--- src/rtl/deserializer.sv ---
// Serial-to-parallel converter: accepts qualified bits and emits a DATA_W-bit word with a one-cycle strobe.
// Bit order is MSB-first; define DESERIALIZER_LSB_FIRST_EN for LSB-first.
module deserializer #(
  parameter int unsigned DATA_W = 16
) (
  input  logic              clk_i,
  input  logic              arst_n_i,
  input  logic              data_i,
  input  logic              data_val_i,
  output logic [DATA_W-1:0] deser_data_o,
  output logic              deser_data_val_o
);

  localparam int unsigned CNT_W = $clog2(DATA_W);
  localparam logic [CNT_W-1:0] CNT_LAST = CNT_W'(DATA_W - 1);

  logic [DATA_W-1:0] shift_q;
  logic [DATA_W-1:0] shift_next;
  logic [CNT_W-1:0]  cnt_q;

  always_comb begin
    shift_next = shift_q;
`ifdef DESERIALIZER_LSB_FIRST_EN
    shift_next = {data_i, shift_q[DATA_W-1:1]};
`else
    shift_next = {shift_q[DATA_W-2:0], data_i};
`endif
  end

  // The completed word is taken from shift_next so the final bit lands in the same edge.
  always_ff @(posedge clk_i or negedge arst_n_i) begin
    if (!arst_n_i) begin
      shift_q          <= '0;
      cnt_q            <= '0;
      deser_data_o     <= '0;
      deser_data_val_o <= 1'b0;
    end else begin
      deser_data_val_o <= 1'b0;
      if (data_val_i) begin
        shift_q <= shift_next;
        if (cnt_q == CNT_LAST) begin
          cnt_q            <= '0;
          deser_data_o     <= shift_next;
          deser_data_val_o <= 1'b1;
        end else begin
          cnt_q <= cnt_q + 1'b1;
        end
      end
    end
  end

endmodule

--- config.mk ---
export PLATFORM = sky130hd
export DESIGN_NAME = deserializer
export DESIGN_NICKNAME = d
export VERILOG_FILES = /design/src/rtl/deserializer.sv
export SDC_FILE = /design/constraint.sdc
export NUM_CORES = 1
export LEC_CHECK = 0
export BUFFER_PORTS_ARGS = -buffer_cell sky130_fd_sc_hd__buf_4
export CORE_ASPECT_RATIO = 0.8
export CORE_UTILIZATION = 58
export CTS_BUF_LIST = sky130_fd_sc_hd__clkbuf_16
export DETAILED_ROUTE_END_ITERATION = 8
export PLACE_DENSITY = 0.78
export SLEW_MARGIN = 20
export SYNTH_ARGS = -nofsm -noshare
export SYNTH_HDL_FRONTEND = slang
export SYNTH_SLANG_ARGS = --single-unit
export TNS_END_PERCENT = 30
--- constraint.sdc ---
create_clock -name clk_i -period 4.3 [get_ports clk_i]
set_clock_uncertainty 0.1 [all_clocks]
set_input_delay 0.645 -clock clk_i [delete_from_list [all_inputs] [get_ports clk_i]]
set_output_delay 0.645 -clock clk_i [all_outputs]
set_load 0.02 [all_outputs]
==> impl_metrics.ini, run 1 <==
[status]
outcome = finished, violations left
violations = design-rule violations

[yosys]
synth_top_area_cell = dfrtp_1
syn_area_sq_um = 1410
synth-seq-area-share_pct = 63.9
syn_avg_cell_area_sq_um = 16.6
ys_types = 14
ys_ff_latch = 36
yosys_warnings = 0
syn_inst = 85
synth_nets = 90
synth.top_cell.area_share_pct = 63.9
ys_top_cells_by_area = dfrtp_1, mux2_2, mux2_4, nand4_4, o21ai_0

[setup_path]
r2r-start = cnt_q[0]
crit_path_start_kind = input port
rrSetupSlack_ns = 2.64
r2r-end = deser_data_o[13]
crit_type = input port to flip-flop
worst-path-max-fanout = 22
cpMaxStageDelayCell = mux2_4
arrival_ns = 1.72
path_cells = buf_4, nand4_4, mux2_4
end_kind = flip-flop
required_ns = 4.35
reg2regPathDepth = 3
crit_end = deser_data_o[13]
crit_start = data_val_i
critical-path-max-stage-delay_ns = 0.42

[clock_network]
h-tree-depth = 2
clkSinkCount = 36
cts_tree = done
clk_path_buf_depth = 2
clk_pin_slew_ns = 0.05
cts_buffers = 5
postCtsSetupRepairBufs = 0
cts_resized = 0
cts_root_buf = clkbuf_16
clk_latency_ns = 0.27
post_cts_hold_buffer_count = 0

[global_route]
track_usage_pct = 20.1
grt_pass1_vias = 724
grt_pass1_wl_um = 3550
grt_antenna_before_repair = 0
overflow = 0
grt_max_degree = 37

[floorplan]
die-width_um = 57.1
die_y_um = 46.1
num_io_pins = 21
num_rows = 15
core_area_sq_um = 2230
initial_core_util_pct = 63.1
die_area_sq_um = 2630

[detailed_routing]
wirelength_um = 2140
viasPerCell = 5.53
route.vias.total = 747
wl_per_cell_um = 15.9
drtPass1Iterations = 5
ant_nets = 0
drt_iter0_drc = 17
drc = 4

[power]
ir_worst_vdd_mv = 0.573
cellPowerDensity_nw_per_um2 = 772
leakagePower_nw = 0.866

[sta]
fin_crit_ns = 1.67
maxSlewViolCount = 0
fmax_mhz = 600
fin_crit_sh_pct = 38.7
worstMarginPinSlew_ns = 0.431
rsz0062_at_grt = false
hold_violations = 0
finalSetupTns_ns = 0
setup_viol = 0
relSlewSlack_pct = 71.3
hold_slack_ns = 0.216

[cells_and_area]
synthToLayoutAreaGrowth_pct = 22.9
antenna_cells = 0
final_layout_size_suffix_gt1_share_pct = 53.6
nNetsFinal = 114

[placement]
gp_congestion = 0.709
port_buffers = 20
place_hpwl_um = 1390

[worst_hold_path]
hold_class = input port to async pin

[run]
drv_cap = 0
synthesized netlist by cell type, drive strengths merged:
cell	number
mux2	32
o21ai	3
ha	1
inv	2
nand2	2
buf	3
nand3	2
xnor2	1
a21oi	1
dfrtp	36
nand4	2
metrics by stage:
step                      util (%)  std cells  power, mW  instance area [sq um]  setup slack (ns)
after global routing          77.6        135       1.41                   1730              2.57
after floorplan                  -         85      0.801                   1410              2.81
final                         77.6        135       1.34                   1730              2.63
after global placement        70.3        127      0.935                   1570              2.39
after CTS                     77.6        135       1.36                   1730              2.62
after detailed placement      70.3        127      0.958                   1570              2.36
power by group:
group | leakage, nW | total (mW) | switching, mW | internal (mW)
sequential | 0.453 | 0.572 | 0.0988 | 0.474
clock | 0.0789 | 0.389 | 0.120 | 0.269
combinational | 0.334 | 0.376 | 0.164 | 0.212
total | 0.866 | 1.34 | 0.383 | 0.954
worst min path at each step:
stage | from | end | slack, ns
final | arst_n_i | deser_data_o[2] | 0.22
after global placement | shift_q[14] | shift_q[14] | 0.39
after CTS | arst_n_i | deser_data_o[2] | 0.22
after detailed placement | deser_data_o[6] | deser_data_o[6] | 0.40
after global routing | arst_n_i | deser_data_o[2] | 0.25
after floorplan | arst_n_i | cnt_q[0] | 0.25
area by class of cell:
cell class / instances / area (sq um)
Timing Repair Buffer: 20 / 150
Tap cell: 25 / 31.3
Clock inverter: 3 / 37.5
Fill cell: 130 / 500
Clock buffer: 5 / 125
Multi-Input combinational cell: 44 / 480
Sequential cell: 36 / 901
Inverter: 2 / 7.51
placed cells by master, fill, tap and decap left out, types with 2 or more instances in the layout:
master / Yosys / routed
nand2_1: 2 / 2
buf_4: 0 / 20
inv_1: 2 / 2
dfrtp_1: 36 / 36
clkbuf_16: 0 / 5
mux2_2: 23 / 23
nand3_1: 2 / 2
o21ai_0: 3 / 3
mux2_4: 9 / 9
clkinv_1: 0 / 2
critical path, delay by kind of cell:
family | cells | cell delay, ns
and+or+nand+nor | 1 | 0.38
muxes | 1 | 0.42
buffers and inverters | 1 | 0.25
state kept, by name, indices dropped and copies added (netlist names):
register	flops
cnt_q	4
deser_data_val_o	1
shift_q	15
deser_data_o	16
logic make-up (layout without fill, tap and decap cells):
family,after synthesis,in the layout,share of synthesized area (%)
flip-flops,36,36,63.9
buffers and inverters,5,30,2.04
AO/OA/AOI/OAI,4,4,1.42
XOR/XNOR,1,1,0.621
AND/OR/NAND/NOR,6,6,3.19
multiplexers,32,32,28.0
adder cells (fa/ha/maj),1,1,0.887
per-layer routing:
metal  share of wire (%)  global-route usage, %  routed length (um)  vias to the layer above
met5                   0                      0                   0                        -
met2                  50                   30.6                1080                       14
li1                    -                      -                   -                      351
met1                  46                   25.1                 982                      380
met4                 1.1                   8.78                  23                        0
met3                 2.8                   9.27                  60                        2
No activity file was read; power rests on OpenSTA's default activity.
==> run 2, diff against run 1 <==
- ABC_AREA: not set -> 1
- CORE_UTILIZATION: 58 -> 49
- PLACE_DENSITY: 0.78 -> 0.7
- clock period: 4.3 -> 1.5 ns (I/O delays scaled with it)
==> run 2 against run 1 <==
  * The run now ends clean
  * Hold slack worse by 0.16 ns
  * Die area grew 16%
  * Register-to-register slack worse by 2.5 ns
  * Global-route usage shrank 0.41 points
  * Clock-buffer cell count unchanged
  * Synthesized cell count up 75%
  * Sequential power is 150% higher
  * Critical path depth increased by 3
  * Critical path type is now flip-flop to flip-flop
  * Critical endpoint is now deser_data_o[2]
  * Largest power group unchanged
  * Highest routed layer unchanged
==> impl_metrics.ini, run 2 <==
[status]
outcome = complete, no violations

[sta]
fmax_mhz = 757
finalSetupTns_ns = 0
fin_crit_ns = 1.32
worstMarginPinSlew_ns = 0.441
hold_slack_ns = 0.0570
relSlewSlack_pct = 70.6
fin_ws_ns = 0.180
rsz0062_at_grt = false
maxSlewViolCount = 0
hold_violations = 0
setup_viol = 0
fin_crit_sh_pct = 88.0

[yosys]
synth_nets = 154
synth.top_cell.area_share_pct = 65.1
syn_inst = 149
synthTopCellsByCount = nand2_1, dfrtp_1, o21ai_0
ys_ff_latch = 36
synth_top_area_cell = dfrtp_1
ys_types = 14
synth_top_flop_cell = dfrtp_1
synth-seq-area-share_pct = 65.1
synth_edf_count = 0
async_flop_share_pct = 100
ys_top_cells_by_area = dfrtp_1, nand2_1, o21ai_0, inv_1, buf_2
syn_avg_cell_area_sq_um = 9.29
yosysMostFrequentCell = nand2_1
yosys_warnings = 0
syn_area_sq_um = 1380

[setup_path]
crit_family = simple AND/OR/NAND/NOR gates
path_buf_inv = 1
crit_type = flip-flop to flip-flop
arrival_ns = 1.43
cpMaxStageDelayCell = dfrtp_1
required_ns = 1.61
worst-path-max-fanout = 17
end_kind = flip-flop
path_common_cell = nand2_1
crit_path_start_kind = flip-flop
path_cells = ha_1, nand3_1, nor2_4, buf_12, nand2_1, nand2_1
critical-path-max-stage-delay_ns = 0.36

[global_route]
grt_pass1_wl_um = 4150
track_usage_pct = 19.7
grt_max_degree = 37
overflow = 0
grt_pass1_vias = 969
grt_antenna_before_repair = 0

[clock_network]
cts_buffers = 5
clk_latency_ns = 0.28
clkSinkCount = 36
cts_root_buf = clkbuf_16
h-tree-depth = 2
cts_resized = 0
cts_tree = done
clk_path_buf_depth = 2
clk_pin_slew_ns = 0.05

[cells_and_area]
final_layout_size_suffix_gt1_share_pct = 18.6
antenna_cells = 0
regMostFlops = deser_data_o
fill_cells = 215
synthToLayoutAreaGrowth_pct = 25.8
nNetsFinal = 181
final_common_cell = nand2_1
seq_area_sq_um = 901
fin_util_pct = 67.9
largestRegisters = deser_data_o: 16 flops, shift_q: 15 flops, cnt_q: 4 flops
largest_register_ffs = 16
layout_common_cells = nand2_1, dfrtp_1, buf_4, o21ai_0, inv_1
stdcell_count = 213
multi_input_area_sq_um = 412

[placement]
port_buffers = 20
place_hpwl_um = 1500
placed_cells = 203
gp_congestion = 0.759
dp_slack_ns = 0.107

[floorplan]
die-width_um = 61.4
core_area_sq_um = 2560
num_io_pins = 21
initial_core_util_pct = 54.0
die_area_sq_um = 3040
num_rows = 16
die_y_um = 49.5

[power]
power_switching_mw = 1.01
combPwrFrac_pct = 25.9
seqPwrFrac_pct = 44.1
ir_worst_vdd_mv = 0.993
switching_share_pct = 31.4
intPower_mw = 2.20
cellPowerDensity_nw_per_um2 = 1840
clkPwrFrac_pct = 30.0
leakagePower_nw = 0.929

[detailed_routing]
drt_iter0_drc = 50
ant_nets = 0
route.vias.total = 1035
drc = 0
wl_per_cell_um = 11.1
wirelength_um = 2360
viasPerCell = 4.86
drtPass1Iterations = 4

[worst_hold_path]
hold_class = input port to flip-flop

[run]
drv_cap = 0
-- run 2: power by group through the flow --
stage               Clock [mW]  Sequential [mW]  Combinational [mW]
floorplan                    0             1.60               0.282
global placement             0             1.42               0.807
detailed placement           0             1.42               0.825
CTS                      0.986             1.41               0.835
global route              1.03             1.46               0.930
finish                   0.961             1.41               0.831
-- run 2: final timing paths --
kind	from	end	slack, ns	depth (start not counted)
setup / recovery	cnt_q[0]	deser_data_o[2]	0.18	6
hold / removal	data_i	deser_data_o[0]	0.06	3
setup reg to reg	cnt_q[0]	deser_data_o[2]	0.18	6
hold reg to reg	shift_q[10]	deser_data_o[11]	0.36	2
max in group asynchronous	arst_n_i	deser_data_o[7]	0.65	2
min in group asynchronous	arst_n_i	deser_data_o[12]	0.33	2
-- run 2: per-layer routing --
layer | share of wire [%] | track usage [%] | vias up
met1 | 46 | 23.9 | 494
met5 | 0 | 0 | -
met4 | 2.0 | 8.89 | 0
met2 | 46 | 29.3 | 22
li1 | - | - | 512
met3 | 5.8 | 9.45 | 7
-- run 2: cells by family after synthesis --
group / synth area share [%]
simple gates: 22.4
buf+inv: 5.15
xor+xnor: 0.633
compound gates: 5.79
flops: 65.1
fa+ha+maj: 0.904
-- run 2: worst reg2reg max path, stage by stage (launching register included) --
cell	delay, ns
dfrtp_1	0.36
ha_1	0.22
nand3_1	0.16
nor2_4	0.16
buf_12	0.14
nand2_1	0.07
nand2_1	0.05
-- run 2: cell type report --
| type | count | share of cell area, % |
|---|---|---|
| clock buffer | 5 | 7.19 |
| clock inverter | 3 | 0.791 |
| inverter | 11 | 2.37 |
| multi-input combinational | 97 | 23.7 |
| sequential | 36 | 51.8 |
| tap | 36 | 2.59 |
| timing repair buffer | 25 | 11.6 |
-- run 2: repair_timing --
item	4_1_cts	5_1_grt
setup endpoints to repair	0	16
endpoints found under the hold margin	36	0
buffers inserted	0	1
hold buffers	1	0
-- run 2: metrics by stage --
step / power (mW) / area [sq um]
global route: 3.41 / 1740
floorplan: 1.89 / 1380
finish: 3.21 / 1740
CTS: 3.24 / 1720
detailed placement: 2.25 / 1570
global placement: 2.22 / 1570
